## src/rtl/mc_ctrl_pkg.sv

```systemverilog
// Shared types and encodings for the multi-cycle MIPS control unit.
// Optional feature macro: MC_CTRL_ADDI_EN (enables the addi execute/write-back states).
package mc_ctrl_pkg;

    localparam int unsigned OP_W  = 6;
    localparam int unsigned CNT_W = 32;

    localparam logic [OP_W-1:0] OP_RTYPE = 6'b000000;
    localparam logic [OP_W-1:0] OP_LW    = 6'b100011;
    localparam logic [OP_W-1:0] OP_SW    = 6'b101011;
    localparam logic [OP_W-1:0] OP_BEQ   = 6'b000100;
    localparam logic [OP_W-1:0] OP_J     = 6'b000010;
    localparam logic [OP_W-1:0] OP_ADDI  = 6'b001000;

    localparam logic [1:0] ALU_OP_ADD   = 2'b00;
    localparam logic [1:0] ALU_OP_SUB   = 2'b01;
    localparam logic [1:0] ALU_OP_FUNCT = 2'b10;

    localparam logic [1:0] SRCB_REG     = 2'b00;
    localparam logic [1:0] SRCB_FOUR    = 2'b01;
    localparam logic [1:0] SRCB_IMM     = 2'b10;
    localparam logic [1:0] SRCB_IMM_SH2 = 2'b11;

    localparam logic [1:0] PCSRC_ALU    = 2'b00;
    localparam logic [1:0] PCSRC_ALUOUT = 2'b01;
    localparam logic [1:0] PCSRC_JUMP   = 2'b10;

    typedef enum logic [3:0] {
        S_FETCH,
        S_DECODE,
        S_MEMADR,
        S_MEMRD,
        S_MEMWB,
        S_MEMWR,
        S_RTYPEEX,
        S_RTYPEWB,
        S_BEQEX,
        S_JEX,
`ifdef MC_CTRL_ADDI_EN
        S_ADDIEX,
        S_ADDIWB,
`endif
        S_ILLEGAL
    } state_t;

    typedef struct packed {
        logic       pc_write;
        logic       pc_write_cond;
        logic       i_or_d;
        logic       mem_read;
        logic       mem_write;
        logic       ir_write;
        logic       mem_to_reg;
        logic       reg_dst;
        logic       reg_write;
        logic       alu_src_a;
        logic [1:0] alu_src_b;
        logic [1:0] alu_op;
        logic [1:0] pc_source;
        logic       illegal_op;
    } ctrl_t;

    // Final states: leaving one of these for FETCH retires an instruction
    function automatic logic is_final(input state_t s);
        case (s)
            S_MEMWB, S_MEMWR, S_RTYPEWB, S_BEQEX, S_JEX: return 1'b1;
`ifdef MC_CTRL_ADDI_EN
            S_ADDIWB: return 1'b1;
`endif
            default: return 1'b0;
        endcase
    endfunction

endpackage

```

## src/rtl/mc_ctrl_decode.sv

```systemverilog
// Combinational state -> datapath control decoder (ungated; FETCH handshake applied by the top).
module mc_ctrl_decode
    import mc_ctrl_pkg::*;
(
    input  state_t state,
    output ctrl_t  ctrl
);

    // Moore decode: every field defaults to 0, each state raises only its own controls
    always_comb begin
        ctrl = '0;
        case (state)
            S_FETCH: begin
                ctrl.mem_read  = 1'b1;
                ctrl.ir_write  = 1'b1;
                ctrl.pc_write  = 1'b1;
                ctrl.alu_src_b = SRCB_FOUR;
                ctrl.alu_op    = ALU_OP_ADD;
                ctrl.pc_source = PCSRC_ALU;
            end
            S_DECODE: begin
                ctrl.alu_src_b = SRCB_IMM_SH2;
                ctrl.alu_op    = ALU_OP_ADD;
            end
            S_MEMADR: begin
                ctrl.alu_src_a = 1'b1;
                ctrl.alu_src_b = SRCB_IMM;
            end
            S_MEMRD: begin
                ctrl.mem_read = 1'b1;
                ctrl.i_or_d   = 1'b1;
            end
            S_MEMWB: begin
                ctrl.reg_write  = 1'b1;
                ctrl.mem_to_reg = 1'b1;
            end
            S_MEMWR: begin
                ctrl.mem_write = 1'b1;
                ctrl.i_or_d    = 1'b1;
            end
            S_RTYPEEX: begin
                ctrl.alu_src_a = 1'b1;
                ctrl.alu_src_b = SRCB_REG;
                ctrl.alu_op    = ALU_OP_FUNCT;
            end
            S_RTYPEWB: begin
                ctrl.reg_write = 1'b1;
                ctrl.reg_dst   = 1'b1;
            end
            S_BEQEX: begin
                ctrl.alu_src_a     = 1'b1;
                ctrl.alu_op        = ALU_OP_SUB;
                ctrl.pc_write_cond = 1'b1;
                ctrl.pc_source     = PCSRC_ALUOUT;
            end
            S_JEX: begin
                ctrl.pc_write  = 1'b1;
                ctrl.pc_source = PCSRC_JUMP;
            end
`ifdef MC_CTRL_ADDI_EN
            S_ADDIEX: begin
                ctrl.alu_src_a = 1'b1;
                ctrl.alu_src_b = SRCB_IMM;
            end
            S_ADDIWB: begin
                ctrl.reg_write = 1'b1;
            end
`endif
            S_ILLEGAL: begin
                ctrl.illegal_op = 1'b1;
            end
            default: ctrl = '0;
        endcase
    end

endmodule

```

## src/rtl/mc_control_fsm.sv

```systemverilog
// Multi-cycle MIPS control FSM: state register, next-state logic, FETCH handshake gating,
// reset output forcing and retired-instruction counter.
// Optional feature macro: MC_CTRL_ADDI_EN (addi support; otherwise 001000 is illegal).
module mc_control_fsm
    import mc_ctrl_pkg::*;
(
    input  logic             clk,
    input  logic             reset,
    input  logic [OP_W-1:0]  opcode,
    input  logic             mem_ready,
    output logic             pc_write,
    output logic             pc_write_cond,
    output logic             i_or_d,
    output logic             mem_read,
    output logic             mem_write,
    output logic             ir_write,
    output logic             mem_to_reg,
    output logic             reg_dst,
    output logic             reg_write,
    output logic             alu_src_a,
    output logic [1:0]       alu_src_b,
    output logic [1:0]       alu_op,
    output logic [1:0]       pc_source,
    output logic             illegal_op,
    output logic [CNT_W-1:0] retired
);

    state_t state;
    state_t state_next;
    ctrl_t  ctrl_dec;
    ctrl_t  ctrl_out;

    mc_ctrl_decode u_decode (
        .state (state),
        .ctrl  (ctrl_dec)
    );

    // State register
    always_ff @(posedge clk or posedge reset) begin
        if (reset) state <= S_FETCH;
        else       state <= state_next;
    end

    // Next-state logic; mem_ready only matters in the memory-access states
    always_comb begin
        state_next = state;
        case (state)
            S_FETCH:   if (mem_ready) state_next = S_DECODE;
            S_DECODE: begin
                case (opcode)
                    OP_RTYPE:     state_next = S_RTYPEEX;
                    OP_LW, OP_SW: state_next = S_MEMADR;
                    OP_BEQ:       state_next = S_BEQEX;
                    OP_J:         state_next = S_JEX;
`ifdef MC_CTRL_ADDI_EN
                    OP_ADDI:      state_next = S_ADDIEX;
`endif
                    default:      state_next = S_ILLEGAL;
                endcase
            end
            // IR is stable after FETCH, so opcode can be re-read here
            S_MEMADR:  state_next = (opcode == OP_SW) ? S_MEMWR : S_MEMRD;
            S_MEMRD:   if (mem_ready) state_next = S_MEMWB;
            S_MEMWR:   if (mem_ready) state_next = S_FETCH;
            S_RTYPEEX: state_next = S_RTYPEWB;
`ifdef MC_CTRL_ADDI_EN
            S_ADDIEX:  state_next = S_ADDIWB;
            S_ADDIWB:  state_next = S_FETCH;
`endif
            S_MEMWB, S_RTYPEWB, S_BEQEX, S_JEX: state_next = S_FETCH;
            S_ILLEGAL: state_next = S_ILLEGAL;
            default:   state_next = S_FETCH;
        endcase
    end

    // Output stage: IR/PC load waits on the memory handshake in FETCH; reset silences everything
    always_comb begin
        ctrl_out = ctrl_dec;
        if (state == S_FETCH) begin
            ctrl_out.ir_write = ctrl_dec.ir_write & mem_ready;
            ctrl_out.pc_write = ctrl_dec.pc_write & mem_ready;
        end
        if (reset) ctrl_out = '0;
    end

    // Retired counter: one tick per final-state exit into FETCH, wraps naturally
    always_ff @(posedge clk or posedge reset) begin
        if (reset)                                      retired <= '0;
        else if (state_next == S_FETCH && is_final(state)) retired <= retired + CNT_W'(1);
    end

    assign pc_write      = ctrl_out.pc_write;
    assign pc_write_cond = ctrl_out.pc_write_cond;
    assign i_or_d        = ctrl_out.i_or_d;
    assign mem_read      = ctrl_out.mem_read;
    assign mem_write     = ctrl_out.mem_write;
    assign ir_write      = ctrl_out.ir_write;
    assign mem_to_reg    = ctrl_out.mem_to_reg;
    assign reg_dst       = ctrl_out.reg_dst;
    assign reg_write     = ctrl_out.reg_write;
    assign alu_src_a     = ctrl_out.alu_src_a;
    assign alu_src_b     = ctrl_out.alu_src_b;
    assign alu_op        = ctrl_out.alu_op;
    assign pc_source     = ctrl_out.pc_source;
    assign illegal_op    = ctrl_out.illegal_op;

endmodule
```

## config.mk

```make
export PLATFORM = sky130hd
export DESIGN_NAME = mc_control_fsm
export DESIGN_NICKNAME = d
export VERILOG_FILES = /design/src/rtl/mc_ctrl_pkg.sv /design/src/rtl/mc_ctrl_decode.sv /design/src/rtl/mc_control_fsm.sv
export SDC_FILE = /design/constraint.sdc
export NUM_CORES = 1
export LEC_CHECK = 0
export CAP_MARGIN = 40
export CORE_UTILIZATION = 45
export CTS_BUF_LIST = sky130_fd_sc_hd__clkbuf_8
export CTS_CLUSTER_DIAMETER = 30
export DETAILED_ROUTE_END_ITERATION = 7
export PLACE_DENSITY = 0.73
export SYNTH_ARGS = -nofsm -noshare
export SYNTH_HDL_FRONTEND = slang
export SYNTH_SLANG_ARGS = --single-unit
```

## constraint.sdc

```tcl
create_clock -name clk -period 3.75 [get_ports clk]
set_input_delay 0.375 -clock clk [delete_from_list [all_inputs] [get_ports clk]]
set_output_delay 0.375 -clock clk [all_outputs]
set_load 0.05 [all_outputs]
```

# --- Word-level counts from Yosys, hierarchy flattened ---
# Cells that the tools add are included.
totals:
  regBits: 36
  in_bits: 9
  wordCells: 54
classes:
  addsub: 1
  n_eq_ne: 14
  mux: 24
  bitwise_logic: 2
  n_reduce_logical: 11
op_table:
  columns: ["op", "n"]
  rows:
  - ["32-bit by 1-bit adder with 32-bit output (second input constant)", 1]
  - ["4-bit one-hot mux with 7 select lines", 1]
  - ["17-bit two-way mux", 1]
  - ["4-bit by 3-bit equality test with 1-bit output (second input constant)", 4]
  - ["4-bit one-hot mux with 4 select lines", 1]
  - ["1-bit two-way mux", 14]
  - ["4-bit equality test (second input constant)", 3]
  - ["6-bit equality test (second input constant)", 2]
  - ["4-bit two-way mux", 3]
  - ["2-bit OR reduction", 5]
  - ["4-bit by 2-bit equality test with 1-bit output (second input constant)", 2]
  - ["4-bit zero test", 2]
  - ["2-bit one-hot mux with 2 select lines", 2]
  - ["6-bit by 2-bit equality test with 1-bit output (second input constant)", 1]
  - ["6-bit by 3-bit equality test with 1-bit output (second input constant)", 1]
  - ["6-bit zero test", 1]
  - ["2-bit one-hot mux with 3 select lines", 1]
  - ["5-bit OR reduction", 1]
  - ["4-bit by 1-bit equality test with 1-bit output (second input constant)", 1]
  - ["3-bit two-way mux", 1]
  - ["3-bit OR reduction", 1]
  - ["1-bit AND", 2]
  - ["1-bit logical AND", 1]

# --- Depth between registers and ports, before layout ---
depth:
  ltp_word: 6
  ltp_mapped: 7
  depth_no_buf: 5

# --- Cells and area by module ---
# Synthesis repeated with hierarchy kept, for this count alone.
unflattened:
  cells_unflattened: 227
  area_unflattened_um2: 2179.6
by_module_without_submodules:
  columns: ["module", "n_inst", "cells_each", "area_each_um2", "seq_area_each_um2"]
  rows:
  - ["mc_control_fsm", 1, 198, 1976.9, 900.9]
  - ["mc_ctrl_decode", 1, 29, 202.7, 0.0]

# --- Worst setup path after synthesis ---
# Ideal clock, no wire load.
synth_path:
  path_type: "register to output"
  start: "register state[3]"
  end: "output pc_write"
  arrival_ps: 3007
  required_ps: 3375
  setup_slack_ps: 368
  path_stages_with_launch: 6
  path_buffers: 1
  cell_sequence: "dfrtp_1 > clkbuf_1 > nor2_1 > nand2_1 > nor4b_1 > or2_2"
synth_via:
  elab_chain_cells: 6
synth_rtl:
  columns: ["item", "line_no", "text"]
  rows:
  - ["from (decl)", "mc_control_fsm.sv:28", "state_t state;"]
  - ["from (signal assigned)", "mc_control_fsm.sv:41", "else state <= state_next;"]
  - ["4-bit equality test / 4-bit zero test (equally long branches)", "mc_ctrl_decode.sv:12, mc_control_fsm.sv:79", null]
  - ["2-bit OR reduction (no line)", null, null]
  - ["1-bit two-way mux", "mc_ctrl_decode.sv:12", "case (state)"]
  - ["1-bit AND", "mc_control_fsm.sv:81", "ctrl_out.pc_write = ctrl_dec.pc_write & mem_ready;"]
  - ["1-bit two-way mux *", "mc_control_fsm.sv:79", "if (state == S_FETCH) begin"]
  - ["17-bit two-way mux *", "mc_control_fsm.sv:83", "if (reset) ctrl_out = '0;"]
  - ["to (decl)", "mc_control_fsm.sv:11", "output logic pc_write,"]
# Mark *: on every way between the ends. The rest lies on a longest branch, timed or not.

# --- Worst setup path after layout ---
layout_path:
  start: "register state[1]"
  end: "output alu_src_a"
layout_via:
  elab_chain_cells: 4
layout_rtl:
  columns: ["item", "line_no", "text"]
  rows:
  - ["4-bit by 2-bit equality test with 1-bit output, or another cell as far along", "mc_ctrl_decode.sv:12", null]
  - ["3-bit OR reduction (no line) *", null, null]
  - ["1-bit two-way mux *", "mc_ctrl_decode.sv:12", null]
  - ["17-bit two-way mux *", "mc_control_fsm.sv:83", null]
  - ["to (decl)", "mc_control_fsm.sv:20", "output logic alu_src_a,"]
# Marks and branches as above.

==> results.py <==
metrics = {
    "run_status": {
        "status": "complete, no violations",
    },
    "yosys": {
        "ys_seq_elements": 36,
        "synth.area.top_cells": "dfrtp_1, xnor2_1, nand3_1",
        "synth_top_area_share_pct": 47.0,
        "synth_area_sq_mm": 0.00192,
        "yosysTopAreaCell": "dfrtp_1",
        "synth_cells": 189,
        "synth-edff-count": 0,
        "synth.yosys.warnings": 0,
        "synth_area_per_cell_sq_um": 10.1,
        "ys.flop_type": "dfrtp_1",
        "synth_cell_types": 39,
        "ys_seq_area_share_pct": 47.0,
        "async_flop_share_pct": 100,
        "synth_nets": 199,
    },
    "sta": {
        "fin_crit_sh_pct": 74.8,
        "finalCriticalPeriod_ns": 2.81,
        "fmax_ghz": 0.356,
        "hold_ws_ns": 0.470,
        "fin_ws_ns": 0.945,
        "tightest_slew_ns": 0.528,
        "hold_viol_final": 0,
        "setup_violations": 0,
        "finClkSkew_ns": 0.00599,
        "rsz0062_at_grt": "no",
        "maxSlewHeadroom_pct": 64.8,
        "slew_viol_final": 0,
        "fin_tns_setup_ns": 0,
    },
    "clock_tree": {
        "clock_sinks": 36,
        "post_cts_buffers": 0,
        "cts_tree": "done",
        "clk_latency_ns": 0.29,
        "root_buffer": "clkbuf_8",
        "cts_resized": 0,
        "clk_pin_slew_ns": 0.08,
        "cts_buffers": 5,
        "h-tree-depth": 2,
        "clockBufferDepth": 2,
        "hold_buffers": 0,
    },
    "global_route": {
        "grt_pass1_wl_um": 6680,
        "antenna_found_initial": 0,
        "grt_remaining_overflow": 0,
        "grt_max_degree": 37,
        "grt_pass1_vias": 1412,
        "groute.usage.overall_pct": 19.9,
    },
    "setup_path": {
        "required_ns": 3.38,
        "critPathLaunchType": "register",
        "cp_slowest_stage_delay_ns": 0.86,
        "critical_path_class": "reg2out",
        "r2r_setup_slack_ns": 1.37,
        "cp.arrival_ns": 2.43,
        "cp-end-kind": "primary output",
        "path_cells": "or3b_1 -> a211oi_1 -> clkdlybuf4s50_1",
        "critPathSlowestCell": "clkdlybuf4s50_1",
        "crit_fanout": 17,
    },
    "pwr": {
        "leakagePower_uw": 0.00107,
        "power_uw": 1490,
        "powerDensity_mw_per_mm2": 570,
        "ir_drop_mv": 0.474,
    },
    "detailed_routing": {
        "wl_um": 4070,
        "vias": 1573,
        "route.detailed.drc": 0,
        "first_pass_iters": 4,
        "viasPerCell": 5.28,
        "ant_nets": 0,
        "avgRoutedWirePerCell_um": 13.7,
        "drt_iter0_drc": 164,
    },
    "placement": {
        "post-place-ws_ns": 1.04,
        "port_buffers": 57,
        "place.gp.congestion": 0.842,
        "dp_hpwl_um": 2950,
    },
    "floorplan": {
        "initial_core_util_pct": 47.2,
        "core_area_sq_mm": 0.00406,
        "die_area_sq_mm": 0.00452,
        "num_io_pins": 58,
        "fp-row-count": 23,
        "die_y_um": 67.2,
        "die_w_um": 67.2,
    },
    "layout": {
        "antenna-diode-count": 0,
        "drive_above_1_share_pct": 8.06,
        "area_delta_synth_final_pct": 36.4,
        "final_nets": 257,
        "layout_common_cells": "clkdlybuf4s50_1, dfrtp_1, xnor2_1",
        "final_common_cell": "clkdlybuf4s50_1",
    },
    "hold_path": {
        "hp-class": "reg2reg",
    },
    "run": {
        "maxCapViolations": 0,
    },
}
==> sequential cells by signal, summed over array words and instances (netlist names) <==
signal,count
state,4
retired,32
==> layer usage <==
layer  part of all wire [%]  global-route usage [%]  wire length [um]
met5                      0                       0                 0
met2                     45                    30.4              1830
met1                     49                    27.2              2010
met3                    4.3                    5.07               176
met4                    1.3                    7.45                53
==> cell families after synthesis <==
group,synth area share [%]
and+or+nand+nor,28.2
AOI/OAI and AO/OA,4.64
DFF,47.0
adders and majority gates,0.653
buffers and inverters,2.74
xor gates and xnor gates,15.1
muxes,1.63
==> where the power goes <==
| group | total [uW] | internal [uW] | switching, uW |
|---|---|---|---|
| combinational | 611 | 216 | 395 |
| clock | 340 | 197 | 143 |
| sequential | 537 | 434 | 104 |
| total | 1490 | 846 | 642 |
==> cell usage after synthesis (all sizes together) (3+ instances only) <==
library cell and number:
clkbuf 4, nand2b 5, and3 8, xnor2 24, buf 3, nand4 7
nor4 4, dfrtp 36, and4 5, nand3 19, xor2 9, nand2 13
nor2 15, nor3 6, a21oi 3
==> final timing paths <==
check | startpoint | endpoint | cells after the start
max | state[1] | alu_src_a | 3
min | retired[31] | retired[31] | 1
max reg2reg | state[1] | retired[24] | 5
min reg2reg | retired[31] | retired[31] | 1
max in group asynchronous | reset | retired[12] | 3
min in group asynchronous | reset | retired[15] | 3
==> worst max-delay path, delay by kind of cell (launching register included) <==
kind | cells | cell delay [ns]
and+or+nand+nor | 1 | 0.49
AOI/OAI and AO/OA | 1 | 0.24
buffers and inverters | 1 | 0.86
DFF | 1 | 0.56
==> area by class of cell <==
cell class                      count  area (sq um)
Timing Repair Buffer               58           568
Clock buffer                        5          68.8
Clock inverter                      3          42.5
Sequential cell                    36           901
Inverter                            2          7.51
Tap cell                           50          62.6
Fill cell                         343          1450
Multi-Input combinational cell    144           962
==> metrics by stage <==
step	cells	cell area (sq um)	util [%]
after global placement	290	2500	61.6
after detailed placement	290	2500	61.6
after CTS	298	2610	64.4
after floorplan	189	1920	-
final	298	2610	64.4
after global routing	298	2610	64.4
Note: power is estimated with default switching activity, not from simulation.
